### config.mk
export PLATFORM = sky130hd
export DESIGN_NAME = serial_feeder
export DESIGN_NICKNAME = d
export VERILOG_FILES = /design/src/rtl/serial_feeder_pkg.sv /design/src/rtl/serial_feeder.sv
export SDC_FILE = /design/constraint.sdc
export NUM_CORES = 1
export LEC_CHECK = 0
export CORE_ASPECT_RATIO = 0.75
export CORE_UTILIZATION = 40
export DETAILED_ROUTE_END_ITERATION = 7
export PLACE_DENSITY = 0.7
export SYNTH_ARGS = -nofsm -noshare
export SYNTH_HDL_FRONTEND = slang
export SYNTH_SLANG_ARGS = --single-unit
### constraint.sdc
create_clock -name clk -period 5.3 [get_ports clk]
set_clock_uncertainty 0.1 [all_clocks]
set_input_delay 1.59 -clock clk [delete_from_list [all_inputs] [get_ports clk]]
set_output_delay 1.59 -clock clk [all_outputs]
set_load 0.05 [all_outputs]
### src/rtl/serial_feeder_pkg.sv
`default_nettype none
// ============================================================================
//  Module      : serial_feeder_pkg
//  Description : Shared types and helpers for the serial_feeder block.
//                - feeder_state_t : FSM state encoding (FS_IDLE, FS_SHIFT)
//                - cnt_width()    : bit counter width for a given word width
//  Revision    : 1.0 - initial release
// ============================================================================
package serial_feeder_pkg;

   typedef enum logic {
      FS_IDLE  = 1'b0,
      FS_SHIFT = 1'b1
   } feeder_state_t;

   // Counter must index 0..w-1; w is always >= 2, so the result is >= 1.
   function automatic int unsigned cnt_width(input int unsigned w);
      return (w < 2) ? 1 : $clog2(w);
   endfunction

endpackage : serial_feeder_pkg
`default_nettype wire

### src/rtl/serial_feeder.sv
`default_nettype none
// ============================================================================
//  Module      : serial_feeder
//  Description : Parallel-to-serial front end feeding the 1011 sequence
//                detector. Words arrive over valid/ready, are shifted out one
//                bit per clock on sout; a one-word holding register allows
//                gapless streaming of consecutive words.
//  Ports       : clk, rst_n (async, active low)
//                load_valid / load_ready / load_data : parallel word input
//                sout, sout_valid, word_done         : serial output
//                busy                                : word shifting or held
//  Revision    : 1.0 - initial release
// ============================================================================
module serial_feeder
   import serial_feeder_pkg::*;
#(
   parameter int   WIDTH     = 8,
   parameter bit   MSB_FIRST = 1'b1,
   parameter logic IDLE_BIT  = 1'b0
) (
   input  logic             clk,
   input  logic             rst_n,
   input  logic             load_valid,
   output logic             load_ready,
   input  logic [WIDTH-1:0] load_data,
   output logic             sout,
   output logic             sout_valid,
   output logic             word_done,
   output logic             busy
);

   localparam int unsigned    CW       = cnt_width(WIDTH);
   localparam logic [CW-1:0]  CNT_LAST = CW'(WIDTH - 1);

   feeder_state_t    state_q,     state_d;
   logic [WIDTH-1:0] shift_q,     shift_d;
   logic [WIDTH-1:0] hold_q,      hold_d;
   logic             hold_full_q, hold_full_d;
   logic [CW-1:0]    cnt_q,       cnt_d;

   logic             accept_w;
   logic             last_bit_w;
   logic [WIDTH-1:0] shift_adv_w;

   assign load_ready = !hold_full_q;
   assign accept_w   = load_valid && load_ready;
   assign last_bit_w = (state_q == FS_SHIFT) && (cnt_q == CNT_LAST);

   // Next shift-register contents after emitting the current bit.
   always_comb begin
      if (MSB_FIRST) begin
         shift_adv_w = {shift_q[WIDTH-2:0], 1'b0};
      end else begin
         shift_adv_w = {1'b0, shift_q[WIDTH-1:1]};
      end
   end

   always_comb begin
      state_d     = state_q;
      shift_d     = shift_q;
      hold_d      = hold_q;
      hold_full_d = hold_full_q;
      cnt_d       = cnt_q;

      case (state_q)
         FS_IDLE: begin
            if (accept_w) begin
               shift_d = load_data;
               cnt_d   = '0;
               state_d = FS_SHIFT;
            end
         end

         FS_SHIFT: begin
            if (!last_bit_w) begin
               shift_d = shift_adv_w;
               cnt_d   = cnt_q + CW'(1);
               if (accept_w) begin
                  hold_d      = load_data;
                  hold_full_d = 1'b1;
               end
            end else if (accept_w) begin
               // Holding register is empty here (accept implies it), so the
               // new word goes straight in behind the last bit.
               shift_d = load_data;
               cnt_d   = '0;
            end else if (hold_full_q) begin
               shift_d     = hold_q;
               hold_full_d = 1'b0;
               cnt_d       = '0;
            end else begin
               cnt_d   = '0;
               state_d = FS_IDLE;
            end
         end

         default: begin
            state_d = FS_IDLE;
         end
      endcase
   end

   always_ff @(posedge clk or negedge rst_n) begin
      if (!rst_n) begin
         state_q     <= FS_IDLE;
         shift_q     <= '0;
         hold_q      <= '0;
         hold_full_q <= 1'b0;
         cnt_q       <= '0;
      end else begin
         state_q     <= state_d;
         shift_q     <= shift_d;
         hold_q      <= hold_d;
         hold_full_q <= hold_full_d;
         cnt_q       <= cnt_d;
      end
   end

   assign sout_valid = (state_q == FS_SHIFT);
   assign sout       = sout_valid ? (MSB_FIRST ? shift_q[WIDTH-1] : shift_q[0])
                                  : IDLE_BIT;
   assign word_done  = last_bit_w;
   assign busy       = sout_valid || hold_full_q;

endmodule : serial_feeder
`default_nettype wire

==> flow_summary_export.csv <==
group,metric,value,unit
status,outcome,"completed",
placement,post_dp_cell_area,0.00127,sq mm
clocking,cts.reportedPaths.clkPinSlew,0.07,ns
clocking,htreeDepth,1,
clocking,cts-buffers-inserted,3,
clocking,cts_sinks,21,
die,coreArea,0.00264,sq mm
finish,final_cell_mix,"nand2_1, dfrtp_1, clkdlybuf4s50_1",
route,dr_wl_met2,986,microns
die,dieWidth,63.4,microns
route,met3_length,86,microns
placement,place.detailed.hpwl,1640,microns
sta,finalCriticalPeriod,4.16,ns
route,drt_drc_violations_left,0,
yosys,synth_seq_area_share,0.465,
hold_path,hold_path_depth,1,
clocking,postCtsSetupRepairBufs,0,
clocking,clock_latency,0.26,ns
power_and_ir_drop,vdd.ir_drop.worst,0.211,mV
route,ant_nets,0,
route,drt-total-wl,2250,microns
finish,drive_above_1_share,0.177,
power_and_ir_drop,power.total,800,uW
sta,grt_setup_unrepaired,"false",
die,ios,16,
die,die_area,0.00305,sq mm
global_route,grt_max_degree,22,
global_route,grt_pass1_wl,3710,microns
power_and_ir_drop,p_per_area,608,mW/mm^2
worst_setup_path,cp_data_required_time,3.61,ns
worst_setup_path,critPathKind,"register to primary output",
placement,portBuffers,15,
yosys,syn_area_per_cell,10.0,sq um
sta,max_freq,240,MHz
worst_setup_path,end_kind,"primary output",
die,dieHeight,48.1,microns
hold_path,hold_class,"register to register",
sta,tightest_slew,0.926,ns
yosys,ys.flop_type,"dfrtp_1",
worst_setup_path,crit_top_cell,"ha_1",
worst_setup_path,path_cells,"ha_1 -> ha_1 -> nand2_2 -> inv_1 -> clkdlybuf4s50_1",
finish,fin_area,0.00132,sq mm
placement,gp_congestion,0.769,
clocking,cts_hold_buf,0,
route,drt_first_iter_violations,40,
sta,post-route-period-util,0.785,
sta,hold_viol,0,
yosys,ys_ff_latch,21,
yosys,synth_cell_types,22,
route,vias,851,
worst_setup_path,start_kind,"register",
global_route,first_global_vias,781,
die,start_util,0.428,
finish,area_growth,16.3,%
placement,dp.cells,156,
sta,setup_viol,0,
clocking,cts_tree,"built",
route,routedWlPerCell,14.1,microns
route,viasPerCell,5.32,
worst_setup_path,slowest_stage,"clkdlybuf4s50_1",
global_route,grt_overflow_total,0,
yosys,ys_async_sr_fraction,1.00,
clocking,clk_path_buf_depth,2,
power_and_ir_drop,power_leakage,0.570,nW
yosys,synth-edff-count,0,
worst_setup_path,worstPathMaxFanout,15,
global_route,grt.total_usage,0.167,
global_route,antenna_found_initial,0,
worst_setup_path,r2r_start,"cnt_q[0]",
job,cap_violations,0,
route,top_layer,"met4",
worst_setup_path,critPathMaxStageDelay,0.81,ns
hold_path,hold_start,"shift_q[7]",
finish,stdcell_count,160,
finish,fin_nets,138,
finish,n_antenna_cell,0,
yosys,syn_nets,126,
clocking,ctsResizeCount,0,
yosys,synth_area,0.00113,sq mm
die,rows,16,
worst_setup_path,startpoint,"cnt_q[0]",
route,dr.pass1.iters,4,
yosys,synthCells,113,
sta,slew_headroom,0.381,
finish,final_common_cell,"nand2_1",
worst_setup_path,rr_worst_depth,6,
sta,setup_tns,0,ns
worst_setup_path,arrival,2.47,ns
route,wl_met1,1170,microns
clocking,root_buffer,"clkbuf_8",
sta,drv_slew,0,
yosys,yosysWarnings,0,
[power breakdown]
part | internal (mW) | switching (mW) | total, mW
combinational | 0.181 | 0.213 | 0.393
clock | 0.0535 | 0.0507 | 0.104
sequential | 0.244 | 0.0586 | 0.303
[layer usage]
metal,global-route usage,vias up
li1,-,424
met1,0.222,409
met2,0.270,16
met3,0.0524,2
met4,0.0409,0
met5,0,-
[kinds of logic after synthesis]
group                    share of synthesized area
AO/OA/AOI/OAI                                0.257
AND/OR/NAND/NOR                              0.117
flip-flops                                   0.465
buffers and inverters                       0.0597
multiplexers                                0.0796
adder cells (fa/ha/maj)                     0.0221
[worst max-delay path, delay by kind of cell (launching register included)]
family | cells | cell delay (ns)
buffers and inverters | 2 | 0.96
adder cells (fa/ha/maj) | 2 | 0.55
flip-flops | 1 | 0.39
AND/OR/NAND/NOR | 1 | 0.30
[synthesized netlist by cell type, types with 3 or more instances]
library cell | number | area (sq um)
a22oi_1 | 7 | 52.6
o22a_1 | 7 | 61.3
mux2_2 | 8 | 90.1
nand2_1 | 22 | 82.6
o21ai_0 | 10 | 50.1
dfrtp_1 | 21 | 526
inv_1 | 3 | 11.3
o22ai_1 | 3 | 18.8
buf_2 | 3 | 15.0
a21oi_1 | 7 | 35.0
o21ai_2 | 7 | 61.3
[cell type report]
cell class / count / area [sq um]
clock buffer: 4 / 45.0
fill: 267 / 1330
inverter: 3 / 11.3
multi-input combinational: 81 / 538
sequential: 21 / 526
tap: 36 / 45.0
timing repair buffer: 15 / 150
[final timing paths]
path                         endpoint  slack (ns)
max                         word_done        1.14
max reg2reg                 hold_q[2]        3.24
min                        shift_q[7]        0.41
min reg2reg                shift_q[7]        0.41
min in group asynchronous    cnt_q[2]        1.75
max in group asynchronous   hold_q[3]        2.79
[metrics by stage]
stage                     setup slack, ns   util  hold slack (ns)
after floorplan                      2.19      -            0.351
after CTS                            1.16  0.498            0.400
after detailed placement             1.44  0.481            0.390
after global placement               1.49  0.481            0.364
after global routing                 1.01  0.498            0.424
final                                1.14  0.498            0.406
[flip-flops by register name (all words and copies together) (netlist names)]
register / cells
cnt_q: 3
hold_full_q: 1
hold_q: 8
shift_q: 8
sout_valid: 1
No activity file was read; power rests on OpenSTA's default activity.
